[src/rtl/dl11_pkg.sv]
// rtl/dl11_pkg.sv - shared register map, bit positions and FSM state types for the DL11 unit
package dl11_pkg;

  localparam logic [2:0] OFF_RCSR = 3'd0;
  localparam logic [2:0] OFF_RBUF = 3'd2;
  localparam logic [2:0] OFF_XCSR = 3'd4;
  localparam logic [2:0] OFF_XBUF = 3'd6;

  localparam int RCSR_DONE  = 7;
  localparam int RCSR_IE    = 6;
  localparam int XCSR_READY = 7;
  localparam int XCSR_IE    = 6;
  localparam int XCSR_BREAK = 0;
  localparam int RBUF_ERR   = 15;
  localparam int RBUF_OR    = 14;
  localparam int RBUF_FE    = 13;

  typedef enum logic [1:0] {TX_IDLE, TX_START, TX_DATA, TX_STOP} tx_state_t;
  typedef enum logic [1:0] {RX_IDLE, RX_START, RX_DATA, RX_STOP} rx_state_t;

endpackage

[src/rtl/dl11_channel.sv]
// rtl/dl11_channel.sv - one DL11 line: 8N1 transmitter, receiver with FIFO, and its four registers
module dl11_channel
  import dl11_pkg::*;
#(
  parameter int CLKS_PER_BIT = 234,
  parameter int RX_DEPTH     = 4
) (
  input  logic        sys_clk,
  input  logic        RESET_n,
  input  logic        rxd,
  input  logic        wr_rcsr,
  input  logic        wr_xcsr,
  input  logic        wr_xbuf,
  input  logic        pop,
  input  logic [7:0]  wdata,
  input  logic [1:0]  reg_sel,
  output logic [15:0] rdata,
  output logic        txd,
  output logic        rx_irq,
  output logic        tx_irq
);

  localparam int CW = $clog2(CLKS_PER_BIT + 1);
  localparam int AW = $clog2(RX_DEPTH);
  localparam logic [CW-1:0] BIT_END = CW'(CLKS_PER_BIT - 1);
  localparam logic [CW-1:0] HALF    = CW'(CLKS_PER_BIT / 2);
  localparam logic [AW:0]   FULL    = (AW + 1)'(RX_DEPTH);

  tx_state_t     tx_state, tx_next;
  logic [CW-1:0] tx_cnt;
  logic [2:0]    tx_idx;
  logic [7:0]    xbuf;
  logic          ready, tx_ie, brk, tx_line;
  logic          tx_tick, tx_load;

  assign tx_tick = (tx_cnt == BIT_END);
  assign tx_load = wr_xbuf & ready;

  always_ff @(posedge sys_clk) begin
    if (!RESET_n) tx_state <= TX_IDLE;
    else          tx_state <= tx_next;
  end

  always_comb begin
    tx_next = tx_state;
    case (tx_state)
      TX_IDLE:  if (tx_load) tx_next = TX_START;
      TX_START: if (tx_tick) tx_next = TX_DATA;
      TX_DATA:  if (tx_tick && tx_idx == 3'd7) tx_next = TX_STOP;
      TX_STOP:  if (tx_tick) tx_next = TX_IDLE;
      default:  tx_next = TX_IDLE;
    endcase
  end

  // xbuf doubles as the shift source: it cannot change while a frame is in flight
  always_comb begin
    tx_line = 1'b1;
    case (tx_state)
      TX_START: tx_line = 1'b0;
      TX_DATA:  tx_line = xbuf[tx_idx];
      default:  tx_line = 1'b1;
    endcase
    txd = tx_line & ~brk;
  end

  always_ff @(posedge sys_clk) begin
    if (!RESET_n) begin
      tx_cnt <= '0;
      tx_idx <= '0;
      xbuf   <= '0;
      ready  <= 1'b1;
      tx_ie  <= 1'b0;
      brk    <= 1'b0;
    end else begin
      if (tx_state == TX_IDLE || tx_tick) tx_cnt <= '0;
      else                                tx_cnt <= tx_cnt + 1'b1;
      if (tx_state == TX_DATA && tx_tick) tx_idx <= tx_idx + 1'b1;
      if (tx_load) begin
        xbuf  <= wdata;
        ready <= 1'b0;
      end else if (tx_state == TX_STOP && tx_tick) begin
        ready <= 1'b1;
      end
      if (wr_xcsr) begin
        tx_ie <= wdata[XCSR_IE];
        brk   <= wdata[XCSR_BREAK];
      end
    end
  end

  rx_state_t     rx_state, rx_next;
  logic [CW-1:0] rx_cnt;
  logic [2:0]    rx_idx;
  logic [7:0]    rx_shift;
  logic          rx_s1, rx_s2, rx_s3, rx_tick, rx_push, rx_ie;

  assign rx_tick = (rx_cnt == ((rx_state == RX_START) ? HALF : BIT_END));

  // rx_s3 is only an edge-detect delay; the line is sampled from rx_s2
  always_ff @(posedge sys_clk) begin
    if (!RESET_n) {rx_s1, rx_s2, rx_s3} <= 3'b111;
    else          {rx_s1, rx_s2, rx_s3} <= {rxd, rx_s1, rx_s2};
  end

  always_ff @(posedge sys_clk) begin
    if (!RESET_n) rx_state <= RX_IDLE;
    else          rx_state <= rx_next;
  end

  always_comb begin
    rx_next = rx_state;
    case (rx_state)
      RX_IDLE:  if (!rx_s2 && rx_s3) rx_next = RX_START;
      RX_START: if (rx_tick) rx_next = rx_s2 ? RX_IDLE : RX_DATA;
      RX_DATA:  if (rx_tick && rx_idx == 3'd7) rx_next = RX_STOP;
      RX_STOP:  if (rx_tick) rx_next = RX_IDLE;
      default:  rx_next = RX_IDLE;
    endcase
  end

  always_comb begin
    rx_push = 1'b0;
    if (rx_state == RX_STOP && rx_tick) rx_push = 1'b1;
  end

  always_ff @(posedge sys_clk) begin
    if (!RESET_n) begin
      rx_cnt   <= '0;
      rx_idx   <= '0;
      rx_shift <= '0;
      rx_ie    <= 1'b0;
    end else begin
      if (rx_state == RX_IDLE || rx_tick) rx_cnt <= '0;
      else                                rx_cnt <= rx_cnt + 1'b1;
      if (rx_state == RX_DATA && rx_tick) begin
        rx_shift <= {rx_s2, rx_shift[7:1]};
        rx_idx   <= rx_idx + 1'b1;
      end
      if (wr_rcsr) rx_ie <= wdata[RCSR_IE];
    end
  end

  logic [8:0]    mem [RX_DEPTH];
  logic [AW-1:0] wp, rp;
  logic [AW:0]   count;
  logic          ovr, empty, full, pop_ok, push_ok;
  logic [8:0]    head;

  assign empty   = (count == '0);
  assign full    = (count == FULL);
  assign pop_ok  = pop & ~empty;
  assign push_ok = rx_push & (~full | pop_ok);
  assign head    = mem[rp];

  always_ff @(posedge sys_clk) begin
    if (push_ok) mem[wp] <= {~rx_s2, rx_shift};
  end

  always_ff @(posedge sys_clk) begin
    if (!RESET_n) begin
      wp    <= '0;
      rp    <= '0;
      count <= '0;
      ovr   <= 1'b0;
    end else begin
      if (push_ok) wp <= wp + 1'b1;
      if (pop_ok)  rp <= rp + 1'b1;
      case ({push_ok, pop_ok})
        2'b10:   count <= count + 1'b1;
        2'b01:   count <= count - 1'b1;
        default: count <= count;
      endcase
      if (pop_ok)               ovr <= 1'b0;
      else if (rx_push && full) ovr <= 1'b1;
    end
  end

  always_comb begin
    rdata = '0;
    case ({reg_sel, 1'b0})
      OFF_RCSR: begin
        rdata[RCSR_DONE] = ~empty;
        rdata[RCSR_IE]   = rx_ie;
      end
      OFF_RBUF: if (!empty) begin
        rdata[7:0]      = head[7:0];
        rdata[RBUF_FE]  = head[8];
        rdata[RBUF_OR]  = ovr;
        rdata[RBUF_ERR] = head[8] | ovr;
      end
      OFF_XCSR: begin
        rdata[XCSR_READY] = ready;
        rdata[XCSR_IE]    = tx_ie;
        rdata[XCSR_BREAK] = brk;
      end
      default: rdata[7:0] = xbuf;
    endcase
  end

  assign rx_irq = rx_ie & ~empty;
  assign tx_irq = tx_ie & ready;

endmodule

[src/rtl/dl11_multi.sv]
// rtl/dl11_multi.sv - multi-channel DL11 console unit: address decode and read mux over the channels
module dl11_multi
  import dl11_pkg::*;
#(
  parameter int CLK_FRQ   = 27_000_000,
  parameter int BAUD_RATE = 115200,
  parameter int CHANNELS  = 2,
  parameter int BASE_ADDR = 16'o177560,
  parameter int RX_DEPTH  = 4
) (
  input  logic                sys_clk,
  input  logic                RESET_n,
  input  logic [15:0]         bus_addr,
  input  logic [15:0]         bus_wdata,
  input  logic                bus_wr,
  input  logic                bus_byte,
  input  logic                bus_rd,
  output logic                bus_hit,
  output logic [15:0]         bus_rdata,
  input  logic [CHANNELS-1:0] rxd,
  output logic [CHANNELS-1:0] txd,
  output logic [CHANNELS-1:0] rx_irq,
  output logic [CHANNELS-1:0] tx_irq
);

  localparam int CLKS_PER_BIT = CLK_FRQ / BAUD_RATE;

  logic [CHANNELS-1:0] hit;
  logic [15:0]         ch_rdata [CHANNELS];
  logic [2:0]          off;
  logic                low_ok;
  logic                unused_hi;

  // every writable bit lives in a low byte, so a high-byte write touches nothing
  assign off       = {bus_addr[2:1], 1'b0};
  assign low_ok    = ~bus_byte | ~bus_addr[0];
  assign unused_hi = ^bus_wdata[15:8];

  for (genvar k = 0; k < CHANNELS; k++) begin : g_ch
    localparam logic [15:0] CH_BASE = 16'(BASE_ADDR + 8 * k);
    assign hit[k] = (bus_addr[15:3] == CH_BASE[15:3]);

    dl11_channel #(
      .CLKS_PER_BIT(CLKS_PER_BIT),
      .RX_DEPTH    (RX_DEPTH)
    ) u_ch (
      .sys_clk(sys_clk),
      .RESET_n(RESET_n),
      .rxd    (rxd[k]),
      .wr_rcsr(bus_wr & hit[k] & low_ok & (off == OFF_RCSR)),
      .wr_xcsr(bus_wr & hit[k] & low_ok & (off == OFF_XCSR)),
      .wr_xbuf(bus_wr & hit[k] & low_ok & (off == OFF_XBUF)),
      .pop    (bus_rd & hit[k] & (off == OFF_RBUF)),
      .wdata  (bus_wdata[7:0]),
      .reg_sel(bus_addr[2:1]),
      .rdata  (ch_rdata[k]),
      .txd    (txd[k]),
      .rx_irq (rx_irq[k]),
      .tx_irq (tx_irq[k])
    );
  end

  assign bus_hit = |hit;

  always_comb begin
    bus_rdata = '0;
    for (int k = 0; k < CHANNELS; k++) begin
      if (hit[k]) bus_rdata = bus_rdata | ch_rdata[k];
    end
  end

endmodule

[config.mk]
export PLATFORM = sky130hd
export DESIGN_NAME = dl11_multi
export DESIGN_NICKNAME = d
export VERILOG_FILES = /design/src/rtl/dl11_pkg.sv /design/src/rtl/dl11_channel.sv /design/src/rtl/dl11_multi.sv
export SDC_FILE = /design/constraint.sdc
export NUM_CORES = 1
export LEC_CHECK = 0
export CAP_MARGIN = 20
export CORE_UTILIZATION = 35
export CTS_BUF_LIST = sky130_fd_sc_hd__clkbuf_2 sky130_fd_sc_hd__clkbuf_4 sky130_fd_sc_hd__clkbuf_8
export DETAILED_ROUTE_END_ITERATION = 8
export GPL_ROUTABILITY_DRIVEN = 0
export GPL_TIMING_DRIVEN = 0
export PLACE_DENSITY = 0.53
export SLEW_MARGIN = 20
export SYNTH_ARGS = -nofsm -noshare
export SYNTH_HDL_FRONTEND = slang
export SYNTH_SLANG_ARGS = --single-unit
[constraint.sdc]
create_clock -name sys_clk -period 3 [get_ports sys_clk]
set_input_delay 0.6 -clock sys_clk [delete_from_list [all_inputs] [get_ports sys_clk]]
set_output_delay 0.6 -clock sys_clk [all_outputs]
set_load 0.02 [all_outputs]
Yosys cells after proc, flatten, opt, wreduce, memory -nomap -nowiden:

Memory sizes are Yosys's and may differ from the RTL's. A register that Yosys moved wholly into a read port is not among the register bits.
Index checks and enable logic that the tools add are counted.

* input bits: 39
* logic and storage cells: 254
* ROM bits: 0
* flip-flop bits (word level): 114
* memories kept: 2
* bits in latches: 0
* memory bits (writable): 72

Memories
* g_ch[0].u_ch.mem: words 4, width 9, rd ports 1, clocked after Yosys merged registers in 1, wr ports 1, RTL line dl11_channel.sv:143 `logic [8:0] mem [RX_DEPTH];`
* g_ch[1].u_ch.mem: words 4, width 9, rd ports 1, clocked after Yosys merged registers in 1, wr ports 1, RTL line dl11_channel.sv:143

* divide/modulo/power cells: 0
* bitwise logic cells: 43
* reductions and logical operators: 46
* add/subtract/negate cells: 16
* shift operators: 0
* magnitude comparators: 2
* mux-type cells: 60
* eq/ne operators: 47
* multiply operators: 0

Operators by type and width (count)
* $mux 2: 22
* $add 8x1->8 const B: 4
* $mux 16: 2
* $mux 8: 4
* $ne 2x1->1 const B: 16
* $pmux 2 s4: 4
* $and 1x1->1: 26
* $eq 13x13->1 const B: 2
* $eq 2x2->1 const B: 12
* $pmux 5 s2: 2
* $add 3x1->3 const B: 6
* $eq 3x3->1 const B: 6
* $eq 8x8->1: 2
* $eq 8x8->1 const B: 2
* $logic_and 1x1->1: 16
* $or 16x16->16: 1
* $reduce_and 4->1: 4
* $reduce_or 2->1: 8
* $eq 2x1->1 const B: 7
* $mux 1: 12
* $mux 3: 4
* $pmux 2 s3: 2
* $pmux 3 s2: 2
* $not 1->1: 11
* 12 further kinds: 37

Longest topological paths before layout:

* word-level depth: 8
* mapped depth: 13
* gate-level depth less buffers: 12

Hierarchy:

Synthesis repeated with hierarchy kept, for this count alone.

* cell total of the unflattened synthesis: 829
* area, all modules: 8917.3 sq um

Modules (own cells, without submodules)
* dl11_channel at g_ch[1].u_ch: sequential area each 2262.2 sq um, area each 4275.4 sq um, cells each 383, times used 1
* dl11_channel at g_ch[0].u_ch: sequential area each 2262.2 sq um, area each 4256.6 sq um, cells each 389, times used 1
* dl11_multi: sequential area each 0.0 sq um, area each 385.4 sq um, cells each 57, times used 1

Worst setup path after synthesis:

Ideal clock, no wire load.

* path kind: in2reg
* from: in bus_addr[7]
* to: reg g_ch[1].u_ch.count[2]
* arrival time: 2.735 ns
* setup time: 0.076 ns
* path buffers: 1
* cell stages on the path: 13
* data required time: 2.924 ns
* slack: 0.190 ns
* path through: nand4b_2 -> or3_1 -> buf_6 -> clkinv_8 -> nand4_2 -> a21boi_2 -> inv_1 -> ha_1 -> inv_1 -> fa_1 -> xor2_1 -> or3_1 -> a21boi_0

* word-level cells in the longest chain between the ends: 8
* elaborated cells between the ends (all ways): 10
* classes of those cells: eq/ne (3); mux (1); bitwise (5); reduce/logical (1)

RTL lines
* start: declaration: RTL line dl11_multi.sv:13 `input logic [15:0] bus_addr,`
* $eq 13x13->1 (*): RTL line dl11_multi.sv:41 `assign hit[k] = (bus_addr[15:3] == CH_BASE[15:3]);`
* $and 1x1->1 (*) (2 in series): RTL line dl11_multi.sv:53 `.pop (bus_rd & hit[k] & (off == OFF_RBUF)),`
* $and 1x1->1 (*): RTL line dl11_channel.sv:151 `assign pop_ok = pop & ~empty;`
* $or 1x1->1: RTL line dl11_channel.sv:152 `assign push_ok = rx_push & (~full | pop_ok);`
* $and 1x1->1: RTL line dl11_channel.sv:152
* $eq 2x1->1 / $eq 2x2->1 (equally long branches): RTL line dl11_channel.sv:168 `case ({push_ok, pop_ok})`
* $pmux 3 s2 / $reduce_bool 2->1 (equally long branches)
* end signal: assignment: RTL line dl11_channel.sv:169 `2'b10: count <= count + 1'b1;`
* end signal: assignment: RTL line dl11_channel.sv:170 `2'b01: count <= count - 1'b1;`
* end signal: assignment: RTL line dl11_channel.sv:171 `default: count <= count;`
* end: declaration: RTL line dl11_channel.sv:145 `logic [AW:0] count;`

Every way passes the cells marked *; elsewhere a longest branch is shown, timed or not.
A chain may end at the register's enable or synchronous reset.

Worst setup path after layout:

* from: in bus_addr[1]
* to: out bus_rdata[0]

* word-level cells in the longest chain between the ends: 5
* elaborated cells between the ends (all ways): 8
* classes of those cells: eq/ne (2); mux (4); bitwise (1); reduce/logical (1)

RTL lines
* $eq 2x2->1, or another cell as far along: RTL line dl11_channel.sv:180 `case ({reg_sel, 1'b0})`
* $pmux 1 s3: RTL line dl11_channel.sv:180
* $mux 16: RTL line dl11_multi.sv:68 `if (hit[k]) bus_rdata = bus_rdata | ch_rdata[k];`
* $or 16x16->16: RTL line dl11_multi.sv:68
* $mux 16 (*): RTL line dl11_multi.sv:68
* end: declaration: RTL line dl11_multi.sv:19 `output logic [15:0] bus_rdata,`

Marked as above.

==> flow_summary.ini <==
[die]
die_x_um = 158.9
start_util_pct = 35.52
core_um2 = 24250
ios = 62
dieArea_um2 = 25240
rows = 57
die_h_um = 158.9

[clock_network]
clkLatencyLatePin_ns = 0.46
cts_num_sinks = 190
cts.clk_slew.worst_paths_ns = 0.10
tritoncts = done
cts_made_buffers = 17
root_buffer = clkbuf_8
ctsHtreeMaxLevel = 4
clockBufferDepth = 2

[pwr]
power_density_nw_per_um2 = 453.9
power.leakage_nw = 3.750
ir_drop_v = 0.0002598
p_total_w = 0.004621

[placed_design]
pre_cts_slack_ns = -0.9057
port_buffers = 47
dp_hpwl_um = 13120

[timing]
relSlewSlack_pct = 56.95
finClkSkew_ns = 0.02332
layout_setup_ws_ns = 0.08382
tightestPinTransition_ns = 0.6429
post-route-period-util_pct = 97.21
slew_violations = 0
max_freq_mhz = 342.9
tns_ns = 0
finalHoldViolCount = 0
finalSetupViolCount = 0
min_period_ns = 2.916
rsz0062_at_grt = false

[final_layout]
antenna_cells = 0
drive_gt1_share_pct = 16.57
area_growth_pct = 18.22
nets = 912

[worst_setup_path]
crit_chain = clkdlybuf4s50_1 > buf_2 > o21ai_0 > a211oi_2 > o21a_1 > dlygate4sd2_1
crit_required_ns = 2.40
crit_family = buffers and inverters
worstRegToRegCells = 11
endpoint_kind = output port
slowest_delay_ns = 0.55
timing.rr.end = g_ch[1].u_ch.count[2]
regToRegSetupSlack_ns = 0.35
crit_fanout = 10
rr_startpoint = g_ch[1].u_ch.rx_cnt[0]
worstSetupPathType = in -> out
cp-start-kind = input pin
cpMaxStageDelayCell = clkdlybuf4s50_1
crit_buf_inv = 3
crit_arrival_ns = 2.32

[global_routing]
grt_overflow_total = 0
antenna_found_initial = 0
grt_max_degree = 20
grt_pass1_wl_um = 29850
grt_pass1_vias = 5427
grt_use_total_pct = 15.31

[synthesis]
yosysMostFrequentCell = dfxtp_1
ys_seq_elements = 190
synth-edff-count = 72
synth_warnings = 0
synth_top_area_share_pct = 27.43
synth_cells = 757
syn_area_um2 = 8612
synth_ff_type = dfxtp_1
synthArstFlopShare_pct = 0
synth.avg_cell_area_um2 = 11.38
synth_commonest_cells = dfxtp_1 (118), nand2_1 (83), edfxtp_1 (72)
synth_area_leaders = dfxtp_1 (27%), edfxtp_1 (25%), mux4_2 (5.8%)
ys_types = 64
synth_top_area_cell = dfxtp_1
yosysSeqAreaShare_pct = 52.54

[status]
status = complete, no violations

[flow_run]
cap_violations = 0

[routing]
routed-via-count = 5650
first_pass_iters = 4
drc = 0
viasPerCell = 4.809
drtIter0Drc = 283
ant_nets = 0
wl_per_cell_um = 15.85
drt_wl_total_um = 18630

[min_path]
hp-start = g_ch[0].u_ch.rx_s1
hold_end = g_ch[0].u_ch.rx_s2
worstHoldPathCells = 1
hp-class = reg -> reg
[report_power, final]
part / total [W] / leakage (nW) / internal [W] / switching [W]
clock network: 0.00180 / 0.211 / 0.000788 / 0.00101
registers: 0.00267 / 1.62 / 0.00266 / 0.00000733
logic: 0.000157 / 1.92 / 0.0000690 / 0.0000883
[layout by cell type (no fill, tap or decap), types with 16 or more instances in the layout]
master | netlist | layout
and2_1 | 22 | 22
buf_4 | 11 | 29
clkbuf_8 | 0 | 17
clkdlybuf4s50_1 | 0 | 20
dfxtp_1 | 118 | 116
edfxtp_1 | 72 | 72
ha_1 | 33 | 33
inv_1 | 24 | 24
mux2i_1 | 38 | 38
mux4_2 | 22 | 22
nand2_1 | 83 | 83
nand3_1 | 30 | 30
nor2_1 | 56 | 53
nor2b_1 | 31 | 31
xnor2_1 | 16 | 16
xor2_1 | 16 | 16
[through the flow]
step | util (%) | instances | area (µm²) | hold WS (ns)
CTS | 41.62 | 1173 | 10090 | 0.4204
finish | 41.99 | 1175 | 10180 | 0.4161
global placement | 39.19 | 1132 | 9503 | 0.3892
floorplan | - | 761 | 8627 | 0.3863
detailed placement | 39.19 | 1132 | 9503 | 0.3948
global route | 41.99 | 1175 | 10180 | 0.4475
[cell families (layout without fill, tap and decap cells)]
kind of cell               after synthesis  in the layout  synth area share, %
muxes                                   63             63                10.56
adders and majority gates               35             35                5.259
AOI/OAI and AO/OA                       86             86                6.959
DFF                                    190            190                52.54
and+or+nand+nor                        287            287                17.83
xor gates and xnor gates                32             32                3.254
other                                    1              5              0.04354
buffers and inverters                   63            153                3.560
[metal layers]
metal / vias to the layer above / track usage, % / share of wire (%)
met5: - / 0 / 0
met4: 0 / 5.157 / 1.7
li1: 2839 / - / -
met2: 98 / 23.29 / 44
met1: 2698 / 21.36 / 50
met3: 15 / 3.527 / 4.0
[timing repair]
| item | 4_1_cts | 5_1_grt |
|---|---|---|
| hold buffers | 0 | 0 |
| resized for setup | 72 | 23 |
| buffers inserted | 12 | 2 |
| endpoints found under the setup margin | 15 | 15 |
| pin swaps | 13 | 11 |
| gates cloned | 0 | 0 |
| endpoints found under the hold margin | 0 | 0 |
[sequential cells by signal, indices dropped and copies added, names as in the netlist, named ones only]
name                flops
g_ch.u_ch.rp            4
g_ch.u_ch.rx_ie         2
g_ch.u_ch.ovr           2
g_ch.u_ch.count         6
g_ch.u_ch.tx_idx        6
g_ch.u_ch.rx_s2         2
g_ch.u_ch.tx_cnt       16
g_ch.u_ch.xbuf         16
g_ch.u_ch.rx_cnt       16
g_ch.u_ch.brk           2
g_ch.u_ch.tx_ie         2
g_ch.u_ch.rx_shift     16
g_ch.u_ch.mem          72
g_ch.u_ch.rx_state      2
g_ch.u_ch.rx_s3         2
g_ch.u_ch.wp            4
g_ch.u_ch.tx_state      4
g_ch.u_ch.rx_idx        6
g_ch.u_ch.ready         2
g_ch.u_ch.rx_s1         2
[cell type report]
cell class	count	area (µm²)
inverters	25	106.4
fillers	2364	14070
repair buffers	61	579.3
clock buffers	17	234.0
well taps	324	405.4
flip-flops and latches	190	4529
clock inverters	15	196.4
plain buffers	35	198.9
multi-input cells	508	3931
[worst max path at each step]
stage / cells after the start / start / endpoint / slack, ns
final: 6 / bus_addr[1] / bus_rdata[0] / 0.08
after global routing: 6 / bus_addr[1] / bus_rdata[0] / 0.009
after CTS: 7 / bus_addr[7] / bus_rdata[2] / -0.02
after detailed placement: 8 / bus_addr[10] / bus_rdata[2] / -0.91
after global placement: 8 / bus_addr[15] / bus_rdata[2] / -0.90
after floorplan: 13 / bus_addr[7] / g_ch[1].u_ch.count[2] / 0.19
No activity file was read; power rests on OpenSTA's default activity.
